===== src/rtl/display_pkg.sv =====
// Shared types and constants for the 7-segment display output block.
package display_pkg;

    typedef enum logic {
        ST_IDLE,
        ST_PENDING
    } state_t;

    localparam logic [6:0] SEG_BLANK = 7'h7F;

    // Active-low {g,f,e,d,c,b,a}, indexed by hex value.
    localparam logic [0:15][6:0] HEX_SEG = '{
        7'b1000000, 7'b1111001, 7'b0100100, 7'b0110000,
        7'b0011001, 7'b0010010, 7'b0000010, 7'b1111000,
        7'b0000000, 7'b0010000, 7'b0001000, 7'b0000011,
        7'b1000110, 7'b0100001, 7'b0000110, 7'b0001110
    };

endpackage


===== src/rtl/display_hex7seg.sv =====
// Combinational hex nibble to active-low 7-segment pattern.
module hex7seg
    import display_pkg::*;
(
    input  logic [3:0] nibble,
    output logic [6:0] seg
);

    always_comb begin
        seg = HEX_SEG[nibble];
    end

endmodule


===== src/rtl/display_out.sv =====
// Scanned common-anode hex display with frame-aligned commit of CPU writes.
// Optional DISP_BLINK_EN adds per-digit blink driven by a frame counter.
module display_out
    import display_pkg::*;
#(
    parameter int SCAN_DIV = 50000,
    parameter int DIGITS   = 4
)
(
    input  logic                  clk,
    input  logic                  rst,
    input  logic                  wr_valid,
    output logic                  wr_ready,
    input  logic [4*DIGITS-1:0]   wr_data,
    input  logic [DIGITS-1:0]     wr_mask,
`ifdef DISP_BLINK_EN
    input  logic [DIGITS-1:0]     wr_blink,
`endif
    output logic [DIGITS-1:0]     an,
    output logic [6:0]            seg
);

    localparam int DW = $clog2(SCAN_DIV);
    localparam int IW = (DIGITS > 1) ? $clog2(DIGITS) : 1;
    localparam logic [DW-1:0] DIV_MAX = DW'(SCAN_DIV - 1);
    localparam logic [IW-1:0] IDX_MAX = IW'(DIGITS - 1);

    logic [DW-1:0]       div;
    logic [IW-1:0]       idx;
    logic                tick;
    logic                frame_end;
    state_t              state;
    state_t              state_nx;
    logic                accept;
    logic                commit;
    logic [4*DIGITS-1:0] pend_data;
    logic [DIGITS-1:0]   pend_mask;
    logic [4*DIGITS-1:0] disp_data;
    logic [DIGITS-1:0]   disp_mask;
    logic [3:0]          nibble;
    logic [6:0]          hex_seg;
    logic                blank;

    assign tick      = (div == DIV_MAX);
    assign frame_end = tick && (idx == IDX_MAX);

    always_ff @(posedge clk) begin
        if (!rst) begin
            div <= '0;
            idx <= '0;
        end else if (tick) begin
            div <= '0;
            idx <= (idx == IDX_MAX) ? '0 : idx + 1'b1;
        end else begin
            div <= div + 1'b1;
        end
    end

    always_ff @(posedge clk) begin
        if (!rst) begin
            state <= ST_IDLE;
        end else begin
            state <= state_nx;
        end
    end

    always_comb begin
        state_nx = state;
        unique case (state)
            ST_IDLE:    if (wr_valid) state_nx = ST_PENDING;
            ST_PENDING: if (frame_end) state_nx = ST_IDLE;
            default:    state_nx = ST_IDLE;
        endcase
    end

    always_comb begin
        wr_ready = (state == ST_IDLE);
    end

    assign accept = wr_valid && wr_ready;
    assign commit = (state == ST_PENDING) && frame_end;

    always_ff @(posedge clk) begin
        if (!rst) begin
            pend_data <= '0;
            pend_mask <= '0;
            disp_data <= '0;
            disp_mask <= '0;
        end else begin
            if (accept) begin
                pend_data <= wr_data;
                pend_mask <= wr_mask;
            end
            if (commit) begin
                disp_data <= pend_data;
                disp_mask <= pend_mask;
            end
        end
    end

`ifdef DISP_BLINK_EN
    logic [DIGITS-1:0] pend_blink;
    logic [DIGITS-1:0] disp_blink;
    logic [7:0]        frame_cnt;

    always_ff @(posedge clk) begin
        if (!rst) begin
            pend_blink <= '0;
            disp_blink <= '0;
            frame_cnt  <= '0;
        end else begin
            if (accept) pend_blink <= wr_blink;
            if (commit) disp_blink <= pend_blink;
            if (frame_end) frame_cnt <= frame_cnt + 8'd1;
        end
    end

    // Blink digits go dark during the upper half of the 256-frame cycle.
    assign blank = !disp_mask[idx] || (disp_blink[idx] && frame_cnt[7]);
`else
    assign blank = !disp_mask[idx];
`endif

    assign nibble = disp_data[idx*4 +: 4];

    hex7seg u_hex7seg (
        .nibble (nibble),
        .seg    (hex_seg)
    );

    always_ff @(posedge clk) begin
        if (!rst) begin
            an  <= '1;
            seg <= SEG_BLANK;
        end else begin
            an  <= ~(DIGITS'(1) << idx);
            seg <= blank ? SEG_BLANK : hex_seg;
        end
    end

endmodule


===== config.mk =====
export PLATFORM = sky130hd
export DESIGN_NAME = display_out
export DESIGN_NICKNAME = d
export VERILOG_FILES = /design/src/rtl/display_pkg.sv /design/src/rtl/display_hex7seg.sv /design/src/rtl/display_out.sv
export SDC_FILE = /design/constraint.sdc
export NUM_CORES = 1
export LEC_CHECK = 0
export ABC_AREA = 1
export BUFFER_PORTS_ARGS = -buffer_cell sky130_fd_sc_hd__buf_2
export CAP_MARGIN = 5
export CORE_MARGIN = 2
export CORE_UTILIZATION = 60
export DETAILED_ROUTE_END_ITERATION = 10
export GPL_TIMING_DRIVEN = 1
export MAX_ROUTING_LAYER = met4
export PLACE_DENSITY_LB_ADDON = 0.05
export SYNTH_ARGS = -nofsm -noshare
export SYNTH_HDL_FRONTEND = slang
export SYNTH_SLANG_ARGS = --single-unit

===== constraint.sdc =====
create_clock -name clk -period 3.3 [get_ports clk]
set_clock_uncertainty 0.05 [all_clocks]
set_input_delay 0.33 -clock clk [delete_from_list [all_inputs] [get_ports clk]]
set_output_delay 0.33 -clock clk [all_outputs]
set_load 0.01 [all_outputs]

---- Word level (Yosys, flattened, before mapping) ----
Memories as Yosys holds them, arrays and structs flattened. A register that Yosys moved wholly into a read port is not among the register bits.
Cells that the tools add are included.
word-level totals
  RAM bits ................................ 0
  logic and storage cells ................. 32
  memories ................................ 1
  memory bits (read-only) ................. 112
  register bits after elaboration ......... 63
  bits in latches ......................... 0
  input port bits ......................... 23
memory list
  memory            depth  width  rd ports  clocked after memory_dff  wr ports  RTL line               text
  (name not given)  16     7      1         1                         0         display_hex7seg.sv:10  seg = HEX_SEG[nibble];
operators by class
  reduce and logical (&&, ||, !) cells .... 6
  $mul .................................... 0
  eq/ne operators ......................... 2
  div/mod/pow operators ................... 0
  magnitude comparators ................... 1
  muxes and demuxes ....................... 6
  shift operators ......................... 2
  $add $sub $neg .......................... 2
  bitwise operators ....................... 4
operators with widths
  kind                     number
  $add A16 B1 Y16 const B  1
  $eq A16 B16 Y1 const B   1
  $shiftx A16 B5 Y4        1
  $not A4 Y5               1
  $not A4 Y4               1
  $shl A1 B2 Y4 const A    1
  $logic_and A1 B1 Y1      3
  $lt A2 B3 Y1 const B     1
  $mux W1                  3
  $add A2 B1 Y2 const B    1
  $bmux W1 S2              1
  $eq A2 B2 Y1 const B     1
  $mux W2                  1
  $not A1 Y1               2
  $pmux W1 S2              1
  $reduce_and A2 Y1        1
  $reduce_or A2 Y1         1
  $logic_not A1 Y1         1

---- Depth between registers and ports, before layout ----
Gate-level depths: netlist of run 1.
  depth in word-level cells ............... 4
  depth in mapped cells ................... 11
  mapped depth without buffers ............ 10

---- Cells and area by module ----
From an unflattened synthesis of run 1, not the netlist that was laid out.
unflattened totals
  cells, all modules ...................... 464
  area total of the unflattened synthesis .. 3254.4 um^2
by module, submodules not included
  module       seq. area each (um^2)  area an instance (um^2)  instances  cells each
  display_out  1401.3                 2979.1                   1          413
  hex7seg      0.0                    275.3                    1          51

---- Least setup slack after synthesis of run 1 ----
Ideal clock, no wire load.
  kind .................................... register to register
  from .................................... reg idx[0]
  to ...................................... reg seg[6]
  cell stages (with the launch flop) ...... 12
  data arrival time ....................... 1.451 ns
  path slack .............................. 1.680 ns
  path buffers ............................ 1
  clock period less this slack ............ 1.620 ns
  library setup time ...................... 0.119 ns
  cells stage by stage .................... dfxtp_1 inv_2 buf_2 nand2_1 nand3_1 nand2_1 inv_1 ha_1 nand3_1 nand3_1 o21ai_1 nand2_1
between the ends
  cells in the longest elaborated chain, start to end .. 4
ends and longest elaborated chain
  element                                                                    RTL line           text
  start: declaration                                                         display_out.sv:29  logic [IW-1:0] idx;
  start signal: assignment                                                   display_out.sv:53  idx <= (idx == IDX_MAX) ? '0 : idx + 1'b1;
  parallel branches: the longest is 4 deep, another holds $shiftx A16 B5 Y4  --
  end: declaration                                                           display_out.sv:20  output logic [6:0] seg
Parallel ways; which one is timed is not known. The select of a mux whose other input is x is not followed.
A chain may end at the register's enable or synchronous reset.

---- Worst setup path in the final report of run 1 ----
  from .................................... reg state
  to ...................................... reg pend_data[0]
between the ends
  cells in the longest elaborated chain, start to end .. 2
ends and longest elaborated chain
  element                   RTL line           text
  start: declaration        display_out.sv:32  state_t state;
  start signal: assignment  display_out.sv:63  state <= state_nx;
  $not A1 Y1                --
  $logic_and A1 B1 Y1       display_out.sv:80  assign accept = wr_valid && wr_ready;
  end signal: assignment    display_out.sv:91  pend_data <= wr_data;
  end: declaration          display_out.sv:36  logic [4*DIGITS-1:0] pend_data;
Every way passes these cells.

==> summary.md, run 1 <==
| Metric | Value |
|---|---|
| Fin util | 70.37% |
| Status | completed |
| First-pass GRT wire length | 10,980 um |
| # clock sinks | 70 |
| Detailed Place HPWL | 4261 um |
| Setup bufs post-CTS | 0 |
| Top area cells in the synthesized netlist | dfxtp_1 (43%), nand2_1 (12%), nor2_1 (11%), inv_1 (5.3%), nand3_1 (4.5%) |
| MaxCap Viol Count | 0 |
| Synth top area share | 43.14% |
| Initial DRC Count | 165 |
| Core Rows | 26 |
| Largest net degree at the start of global routing | 49 |
| Core area | 5172 sq um |
| Final GP Congestion | 0.8588 |
| Worst Path Class, Setup | reg2reg |
| Period utilization | 66.84% |
| Routed Wire Length | 6217 um |
| Via-per-instance ratio | 4.887 |
| Critical path endpoint category | register |
| CP arrival | 2.38 ns |
| Register area share after synthesis | 43.14% |
| Post-CTS sizing | 0 |
| Most common cell after layout, fill and taps aside | nand2_1 |
| Setup-failing EPs final | 0 |
| RSZ-0062 raised after global routing | no |
| Total gr overflow | 0 |
| PwrDens | 465.5 nW/um^2 |
| Grt met1 use | 30.64% |
| CTS tree | yes |
| Hold Buf Count CTS | 0 |
| Mapped cell area | 3248 sq um |
| Max clock buf depth | 2 |
| Die width | 77.58 um |
| Vias in the first global route | 2,508 |
| I/O Pins | 35 |
| Design Power | 1694 uW |
| Fin. Hold Viols | 0 |
| Tot GR Track Use | 23.07% |
| Avg WL per Cell | 11.02 um |
| Lkg Pwr | 0.001662 uW |
| Max-slew violations | 0 |
| Synth Warn # | 0 |
| FF-to-FF setup slack | 1.09 ns |
| CP required | 3.48 ns |
| Yosys cell types | 28 |
| Tightest Hold Check Type | in2reg |
| Maximum VDD drop | 0.0003682 V |
| Share of cells above drive strength 1 | 16.60% |
| IO Port Bufs | 34 |
| Seq cells post-synth | 70 |
| Final ANT Viol Nets | 0 |
| Initial Util | 62.80% |
| Busiest grt layer | met2 |
| Area Growth Syn to Fin | 12.06% |
| CTS buffer count | 9 |
| Slew at the pin closest to its max-slew limit | 1.053 ns |
| Initial antenna violation count | 0 |
| Critical Path Start Type | register |
| DR vias | 2,756 |
| Syn nets | 493 |
| Setup TNS | 0 ns |
| F_max | 453.4 MHz |
| # DRC | 0 |
| Filler Cells Inserted | 448 |
| H-Tree Depth | 3 |
| Synth area leader | dfxtp_1 |
| Root Driver | clkbuf_8 |
| Clk slew on worst S/H paths | 0.07 ns |
| Pre-Repair DR Iteration Count | 4 |
| Synth Area per Inst | 7.077 sq um |
| Commonest non-fill, non-tap cells in the layout | nand2_1 (103), nor2_1 (98), dfxtp_1 (70) |
| Minimum clock period | 2.206 ns |
| Met2 global-route usage | 35.30% |
| Max FO, Critical Path | 21 |
| Post-Synthesis Cells | 459 |
| Met3 Track Usage GR | 4.535% |
| Number of inserted diodes | 0 |
| Rel. slew slack | 29.51% |
| Die Y-Extent | 77.58 um |
| DIE AREA | 6018 sq um |
| Clock Latency Late Sink | 0.34 ns |
| Nets@finish | 523 |
==> path summary, 6_finish.rpt <==
kind,start,endpoint,depth (start not counted)
worst max-delay path,state,pend_data[0],4
worst min-delay path,wr_data[8],pend_data[8],3
worst min register to register,div[0],div[0],1
worst max register to register,state,pend_data[0],4
==> final cells by class <==
| type | instances | area [sq um] | share of cell area [%] |
|---|---|---|---|
| inverter | 53 | 198.9 | 5.466 |
| tap | 70 | 87.58 | 2.406 |
| timing repair buffer | 35 | 177.7 | 4.881 |
| sequential | 70 | 1401 | 38.50 |
| clock inverter | 5 | 83.83 | 2.303 |
| clock buffer | 11 | 131.4 | 3.609 |
| multi-input combinational | 320 | 1559 | 42.83 |
==> sequential cells by signal, indices dropped and copies added (netlist names) <==
| signal | cells |
|---|---|
| div | 16 |
| disp_mask | 4 |
| disp_data | 16 |
| seg | 7 |
| pend_data | 16 |
| state | 1 |
| idx | 2 |
| an | 4 |
| pend_mask | 4 |
==> worst max-delay path: stages, from the launching register on <==
cell and delay [ns]:
dfxtp_1 0.35, nor2_1 0.81, inv_1 0.58, nor2_1 0.23
nor2_1 0.07
==> power by group <==
part | leakage, uW | internal [uW] | switching [uW]
logic | 0.000992 | 25.3 | 41.6
clock network | 0.0000998 | 427 | 318
registers | 0.000570 | 868 | 14.1
total | 0.00166 | 1320 | 373
==> Yosys cell counts (all sizes together) <==
cell type	instances
nand2	109
nor2	106
dfxtp	70
inv	52
nand3	32
o21ai	27
a21oi	15
ha	11
buf	8
clkbuf	8
nor3	7
nand4	6
xor2	3
o211ai	2
and3	1
clkinv	1
or2	1
==> metrics by stage <==
stage,hold slack (ns),setup slack (ns),cells,area [sq um]
finish,0.1600,1.094,564,3640
global route,0.1518,0.8344,564,3640
CTS,0.1490,1.101,564,3640
detailed placement,0.4124,1.024,548,3425
global placement,0.4029,1.155,548,3425
floorplan,0.3892,1.680,459,3248
==> cells by family after synthesis <==
| logic type | synth area share (%) |
|---|---|
| adder cells (fa/ha/maj) | 4.237 |
| flip-flops | 43.14 |
| XOR/XNOR | 0.8091 |
| AO/OA/AOI/OAI | 7.627 |
| AND/OR/NAND/NOR | 35.32 |
| buffers and inverters | 8.860 |
==> per-layer routing <==
metal / up-vias / share of wire (%)
met1: 1197 / 50
met5: - / 0
met3: 11 / 4.1
li1: 1486 / -
met2: 62 / 44
met4: 0 / 1.6
Power figures use the tool's default switching activity.
==> inputs of run 2 (changes only) <==
--- a/config.mk
+++ b/config.mk
@@ -5,11 +5,11 @@
 export SDC_FILE = /design/constraint.sdc
 export NUM_CORES = 1
 export LEC_CHECK = 0
-export ABC_AREA = 1
+export ABC_AREA = 0
 export BUFFER_PORTS_ARGS = -buffer_cell sky130_fd_sc_hd__buf_2
 export CAP_MARGIN = 5
 export CORE_MARGIN = 2
-export CORE_UTILIZATION = 60
+export CORE_UTILIZATION = 52
 export DETAILED_ROUTE_END_ITERATION = 10
 export GPL_TIMING_DRIVEN = 1
 export MAX_ROUTING_LAYER = met4
==> constraint.sdc (replaced) <==
create_clock -name clk -period 1.9 [get_ports clk]
set_clock_uncertainty 0.05 [all_clocks]
set_input_delay 0.19 -clock clk [delete_from_list [all_inputs] [get_ports clk]]
set_output_delay 0.19 -clock clk [all_outputs]
set_load 0.01 [all_outputs]
==> run 2 against run 1 <==
Effect of this change:
- register-to-register slack worse by 1.0 ns
- non-clock buffer count is 20 higher
- sequential cell count stayed put
- largest cell class unchanged
- highest routed layer unchanged
==> summary.md, run 2 <==
| Metric | Value |
|---|---|
| Core area | 5507 sq um (was 5172 sq um) |
| Status | completed (unchanged) |
| Crit path from | idx[0] (was state) |
| FF-to-FF setup slack | 0.05 ns (was 1.09 ns) |
| Worst reg2reg path endpoint | seg[0] (was pend_data[0]) |
| Synth Area per Inst | 8.792 sq um (was 7.077 sq um) |
| Max clock buf depth | 2 (unchanged) |
| Post-synthesis async set-or-reset flop share | 0% (unchanged) |
| Biggest regs | disp_data x16, div x16, pend_data x16 (unchanged) |
| Setup TNS | 0 ns (unchanged) |
| First-pass GRT wire length | 10,090 um (was 10,980 um) |
| Mapped cell area | 2963 sq um (was 3248 sq um) |
| CP arrival | 2.01 ns (was 2.38 ns) |
| Hold Buf Count CTS | 0 (unchanged) |
| Critical path endpoint category | register (unchanged) |
| Minimum clock period | 1.853 ns (was 2.206 ns) |
| CTS buffer count | 9 (unchanged) |
| # DRC | 0 (unchanged) |
| Nets@finish | 413 (was 523) |
| Tightest Hold Check Type | in2reg (unchanged) |
| Routed Wire Length | 5927 um (was 6217 um) |
| Commonest non-fill, non-tap cells in the layout | dfxtp_1 (69), nand2_1 (54), a21oi_1 (47) (was nand2_1 (103), nor2_1 (98), dfxtp_1 (70)) |
| Die Y-Extent | 79.49 um (was 77.58 um) |
| Yosys cell types | 36 (was 28) |
| DIE AREA | 6318 sq um (was 6018 sq um) |
| Number of flops mapped to enable cells by yosys | 0 (unchanged) |
| Fin util | 63.51% (was 70.37%) |
| # clock sinks | 70 (unchanged) |
| I/O Pins | 35 (unchanged) |
| Synth area leader | dfxtp_1 (unchanged) |
| Clock Latency Late Sink | 0.34 ns (about the same) |
| Placed cells | 437 (was 548) |
| PwrDens | 834.2 nW/um^2 (was 465.5 nW/um^2) |
| Max FO, Critical Path | 4 (was 21) |
| Core Rows | 27 (was 26) |
| Area of placed instances | 3256 sq um (was 3425 sq um) |
| Initial Util | 53.81% (was 62.80%) |
| Period utilization | 97.55% (was 66.84%) |
| Share of cells above drive strength 1 | 21.61% (was 16.60%) |
| Top_reg_cell synth | dfxtp_1 (unchanged) |
| Detailed Place HPWL | 4058 um (was 4261 um) |
| Setup-failing EPs final | 0 (unchanged) |
| Avg WL per Cell | 13.00 um (was 11.02 um) |
| Worst Setup EP | seg[0] (was pend_data[0]) |
| Cell area after layout | 3497 sq um (was 3640 sq um) |
| Top area cells in the synthesized netlist | dfxtp_1 (47%), a21oi_1 (7.9%), nand2_1 (6.8%), ha_1 (4.6%), nand3_1 (4.6%) (was dfxtp_1 (43%), nand2_1 (12%), nor2_1 (11%), inv_1 (5.3%), nand3_1 (4.5%)) |
| IO Port Bufs | 34 (unchanged) |
| Initial antenna violation count | 0 (unchanged) |
| RSZ-0062 raised after global routing | yes (was no) |
| Clk slew on worst S/H paths | 0.08 ns (was 0.07 ns) |
| RR Startpoint | idx[0] (was state) |
| Synth Warn # | 0 (unchanged) |
| Slew at the pin closest to its max-slew limit | 0.4206 ns (was 1.053 ns) |
| F_max | 539.5 MHz (was 453.4 MHz) |
| Initial DRC Count | 110 (was 165) |
| Commonest cells post-synth | dfxtp_1 (70), nand2_1 (54), a21oi_1 (47), nand3_1 (27), o21ai_0 (22) (was nand2_1 (103), nor2_1 (98), dfxtp_1 (70), inv_1 (46), nand3_1 (29)) |
| MaxCap Viol Count | 0 (unchanged) |
| Syn nets | 371 (was 493) |
| Max-slew violations | 0 (unchanged) |
| Most common cell after layout, fill and taps aside | dfxtp_1 (was nand2_1) |
| Final ANT Viol Nets | 0 (unchanged) |
| Register area share after synthesis | 47.30% (was 43.14%) |
| Worst Path Class, Setup | reg2reg (unchanged) |
| Area Growth Syn to Fin | 18.03% (was 12.06%) |
| Post-Synthesis Cells | 337 (was 459) |
| Number of inserted diodes | 0 (unchanged) |
| Largest net degree at the start of global routing | 24 (was 49) |
| Seq cells post-synth | 70 (unchanged) |
| Reg2Reg Depth | 5 (was 4) |
| Final GP Congestion | 0.7908 (was 0.8588) |
| Die width | 79.49 um (was 77.58 um) |
| Vias in the first global route | 2,058 (was 2,508) |
| Fin. Hold Viols | 0 (unchanged) |
| Critical Path Start Type | register (unchanged) |
| Total gr overflow | 0 (unchanged) |
| Pre-Repair DR Iteration Count | 4 (unchanged) |
| Via-per-instance ratio | 5.254 (was 4.887) |
| Maximum VDD drop | 0.0004663 V (was 0.0003682 V) |
| Synth top area share | 47.30% (was 43.14%) |
| CP required | 2.06 ns (was 3.48 ns) |
| Root Driver | clkbuf_8 (unchanged) |
| Tot GR Track Use | 21.07% (was 23.07%) |
| Min Hold Slack | 0.03024 ns (was 0.1600 ns) |
| Top-count cell post-synth | dfxtp_1 (was nand2_1) |
| Post-Layout Cell Count | 456 (was 564) |
| H-Tree Depth | 3 (unchanged) |
| Rel. slew slack | 71.57% (was 29.51%) |
| Lkg Pwr | 0.001331 uW (was 0.001662 uW) |
| CTS tree | yes (unchanged) |
| DR vias | 2,396 (was 2,756) |
-- run 2: timing repair --
action	CTS	global route
endpoints found under the setup margin	0	2
resized for setup	0	3
buffers inserted	0	3
-- run 2: power by group --
group / leakage [uW] / internal (uW) / total (uW) / switching, uW
Clock: 0.000106 / 737 / 1290 / 548
Sequential: 0.000569 / 1500 / 1520 / 19.7
Combinational: 0.000656 / 48.8 / 115 / 66.4
Total: 0.00133 / 2280 / 2920 / 635
-- run 2: critical path, stage by stage, from the launching register on --
cell      delay [ns]
dfxtp_4         0.38
mux4_2          0.55
ha_2            0.22
or3b_1          0.39
o221ai_1        0.08
nand2_1         0.07
-- run 2: routing by layer --
layer	vias up	global-route usage, %	wire length (um)
met5	-	-	0
met4	0	8.276	94
met3	11	4.072	248
met2	55	30.76	2666
met1	1078	28.94	2917
li1	1252	-	-
-- run 2: area by class of cell --
type	instances	area, sq um
Fill cell	499	2009
Timing Repair Buffer	55	340.3
Sequential cell	70	1405
Clock buffer	10	127.6
Tap cell	72	90.09
Inverter	9	33.78
Clock inverter	6	86.33
Multi-Input combinational cell	234	1414
-- run 2: kinds of logic (layout without fill, tap and decap cells) --
logic type                 Yosys count  in the layout  synth area share, %
AOI/OAI and AO/OA                   76             76                13.60
xor gates and xnor gates            14             14                4.139
adders and majority gates           11             11                4.645
buffers and inverters               33             80                4.898
DFF                                 70             70                47.30
muxes                                8              8                5.110
and+or+nand+nor                    125            125                20.31
-- run 2: worst min-delay path by stage --
| stage | slack, ns | endpoint | from | cells after the start |
|---|---|---|---|---|
| after floorplan | 0.28 | pend_data[0] | wr_data[0] | 2 |
| after global placement | 0.38 | pend_data[4] | wr_data[4] | 3 |
| after detailed placement | 0.39 | pend_data[9] | wr_data[9] | 3 |
| after CTS | 0.02 | pend_mask[2] | wr_mask[2] | 3 |
| after global routing | 0.02 | pend_data[2] | wr_data[2] | 3 |
| final | 0.03 | pend_mask[2] | wr_mask[2] | 3 |
-- run 2: through the flow --
step	total power [uW]	worst slack [ns]
after floorplan	1618	0.02325
after global placement	1665	0.09077
after detailed placement	1668	0.05770
after CTS	2950	0.04647
after global routing	3036	-0.04093
final	2917	0.04654
==> inputs of run 3 (changes only) <==
--- a/config.mk
+++ b/config.mk
@@ -8,8 +8,11 @@
 export ABC_AREA = 0
 export BUFFER_PORTS_ARGS = -buffer_cell sky130_fd_sc_hd__buf_2
 export CAP_MARGIN = 5
+export CELL_PAD_IN_SITES_DETAIL_PLACEMENT = 0
+export CELL_PAD_IN_SITES_GLOBAL_PLACEMENT = 1
 export CORE_MARGIN = 2
-export CORE_UTILIZATION = 52
+export CORE_UTILIZATION = 39
+export CTS_CLUSTER_SIZE = 40
 export DETAILED_ROUTE_END_ITERATION = 10
 export GPL_TIMING_DRIVEN = 1
 export MAX_ROUTING_LAYER = met4
==> run 3 against run 2 <==
Effect of this change:
- sequential cell count did not move
- register-to-register slack improved by 0.02 ns
- final cell count rose by 8.1%
- fmax rose by 1.3%
- first-iteration DRC count fell by 7.3%
- utilization fell by 14 points
==> summary.md, run 3 (synthesized netlist as in run 2, its figures left out) <==
| Metric | Value |
|---|---|
| Status | completed (unchanged) |
| Fin util | 49.33% (was 63.51%) |
| Filler Cells Inserted | 768 (was 499) |
| Routed Wire Length | 6808 um (was 5927 um) |
| Metal3 WL | 287 um (was 248 um) |
| Switching power | 660.9 uW (was 634.6 uW) |
| CP arrival | 2.03 ns (was 2.01 ns) |
| Core area | 7292 sq um (was 5507 sq um) |
| Critical Path Start Type | register (unchanged) |
| Commonest non-fill, non-tap cells in the layout | dfxtp_1 (69), nand2_1 (54), a21oi_1 (47) (unchanged) |
| CTS buffer count | 9 (unchanged) |
| DR vias | 2,492 (was 2,396) |
| M1 WL | 3366 um (was 2917 um) |
| Slew at the pin closest to its max-slew limit | 0.4151 ns (was 0.4206 ns) |
| Part of the power in registers | 56.8% (was 52.0%) |
| Die Y-Extent | 91.16 um (was 79.49 um) |
| Met2 routed wirelength | 3055 um (was 2666 um) |
| # clock sinks | 70 (unchanged) |
| CTS tree | yes (unchanged) |
| Worst Setup EP | seg[0] (unchanged) |
| Setup TNS | 0 ns (unchanged) |
| Crit path from | idx[0] (unchanged) |
| Setup-failing EPs final | 0 (unchanged) |
| Minimum clock period | 1.829 ns (was 1.853 ns) |
| F_max | 546.7 MHz (was 539.5 MHz) |
| Min Hold Slack | 0.01586 ns (was 0.03024 ns) |
| # DRC | 0 (unchanged) |
| FF-to-FF setup slack | 0.07 ns (was 0.05 ns) |
| Final ANT Viol Nets | 0 (unchanged) |
| Top Metal Used | met4 (unchanged) |
| Fin. Hold Viols | 0 (unchanged) |
| MaxCap Viol Count | 0 (unchanged) |
| Max FO, Critical Path | 4 (unchanged) |
| Detailed Place HPWL | 4534 um (was 4058 um) |
| Total gr overflow | 0 (unchanged) |
| Max clock buf depth | 2 (unchanged) |
| H-Tree Depth | 3 (unchanged) |
| Initial antenna violation count | 0 (unchanged) |
| Final GP Congestion | 0.8226 (was 0.7908) |
| RSZ-0062 raised after global routing | no (was yes) |
| IO Port Bufs | 34 (unchanged) |
| Worst Path Class, Setup | reg2reg (unchanged) |
| Design Power | 2674 uW (was 2917 uW) |
| PwrDens | 743.3 nW/um^2 (was 834.2 nW/um^2) |
| Tot GR Track Use | 17.35% (was 21.07%) |
| Int Power | 2013 uW (was 2283 uW) |
| Gate power share | 4.6% (was 3.9%) |
| CP required | 2.10 ns (was 2.06 ns) |
| DIE AREA | 8310 sq um (was 6318 sq um) |
| First-pass GRT wire length | 11,170 um (was 10,090 um) |
| Reg2Reg Depth | 5 (unchanged) |
| Avg WL per Cell | 13.81 um (was 13.00 um) |
| Vias in the first global route | 2,303 (was 2,058) |
| Largest net degree at the start of global routing | 27 (was 24) |
| Share of cells above drive strength 1 | 22.84% (was 21.61%) |
| Clk network pwr share | 38.7% (was 44.1%) |
| Die width | 91.16 um (was 79.49 um) |
| Initial DRC Count | 102 (was 110) |
| Nets@finish | 424 (was 413) |
| Biggest regs | disp_data x16, div x16, pend_data x16 (unchanged) |
| Max-slew violations | 0 (unchanged) |
| Period utilization | 96.28% (was 97.55%) |
| RR Startpoint | idx[0] (unchanged) |
| Lkg Pwr | 0.001374 uW (was 0.001331 uW) |
| Clock Latency Late Sink | 0.35 ns (was 0.34 ns) |
| Critical path endpoint category | register (unchanged) |
| Initial Util | 40.63% (was 53.81%) |
| Clk slew on worst S/H paths | 0.08 ns (about the same) |
| Tightest Hold Check Type | in2reg (unchanged) |
| Area Growth Syn to Fin | 21.41% (was 18.03%) |
| Most common cell after layout, fill and taps aside | dfxtp_1 (unchanged) |
| Maximum VDD drop | 0.0003072 V (was 0.0004663 V) |
| Number of inserted diodes | 0 (unchanged) |
| Pre-Repair DR Iteration Count | 6 (was 4) |
| Root Driver | clkbuf_8 (unchanged) |
| Via-per-instance ratio | 5.055 (was 5.254) |
| Rel. slew slack | 72.07% (was 71.57%) |
| I/O Pins | 35 (unchanged) |
| Sw frac | 24.72% (was 21.75%) |
| Worst reg2reg path endpoint | seg[0] (unchanged) |
| Core Rows | 31 (was 27) |
run 3: routing by layer:
layer	vias up	track usage (%)
li1	1283	-
met1	1157	22.76
met2	43	25.56
met3	9	5.643
met4	0	5.303
met5	-	-
run 3: power groups by stage:
| stage | clock, uW | combinational [uW] | sequential, uW |
|---|---|---|---|
| final | 1030 | 122 | 1520 |
| after global routing | 1140 | 141 | 1520 |
| after CTS | 1060 | 121 | 1520 |
| after detailed placement | 0 | 121 | 1550 |
| after global placement | 0 | 120 | 1550 |
| after floorplan | 0 | 72.5 | 1550 |
run 3: metrics by stage:
| step | instances | cell area (sq um) | setup slack, ns |
|---|---|---|---|
| 2_1_floorplan | 337 | 2959 | 0.02325 |
| 3_3_place_gp | 469 | 3339 | 0.06943 |
| 3_5_place_dp | 469 | 3339 | 0.05214 |
| 4_1_cts | 484 | 3503 | 0.03813 |
| 5_1_grt | 493 | 3597 | 0.007928 |
| 6_report | 493 | 3597 | 0.07076 |
run 3: critical path, cell delays in order, from the launching register on:
cell and delay, ns:
dfxtp_4 0.38, mux4_2 0.56, ha_2 0.22, or3b_1 0.36, o221ai_1 0.07, nand2_1 0.07
run 3: worst min path at each step:
| stage | slack, ns | from | cells after the start | to |
|---|---|---|---|---|
| floorplan | 0.28 | wr_data[0] | 2 | pend_data[0] |
| global placement | 0.38 | wr_data[14] | 3 | pend_data[14] |
| detailed placement | 0.39 | wr_data[14] | 3 | pend_data[14] |
| CTS | 0.002 | wr_data[14] | 3 | pend_data[14] |
| global route | 0.004 | wr_data[1] | 3 | pend_data[1] |
| finish | 0.02 | wr_data[14] | 3 | pend_data[14] |
run 3: what timing repair did:
item,4_1_cts,5_1_grt
endpoints found under the hold margin,0,2
hold buffers,0,2
resized for setup,0,2
buffers inserted,0,6
endpoints found under the setup margin,0,2
run 3: layout make-up:
class	instances	area, sq um	share of cell area, %
Clock inverter	6	40.04	1.113
Timing Repair Buffer	65	432.9	12.03
Sequential cell	70	1405	39.06
Tap cell	99	123.9	3.443
Clock buffer	9	123.9	3.443
Multi-Input combinational cell	235	1438	39.97
Inverter	9	33.78	0.9391
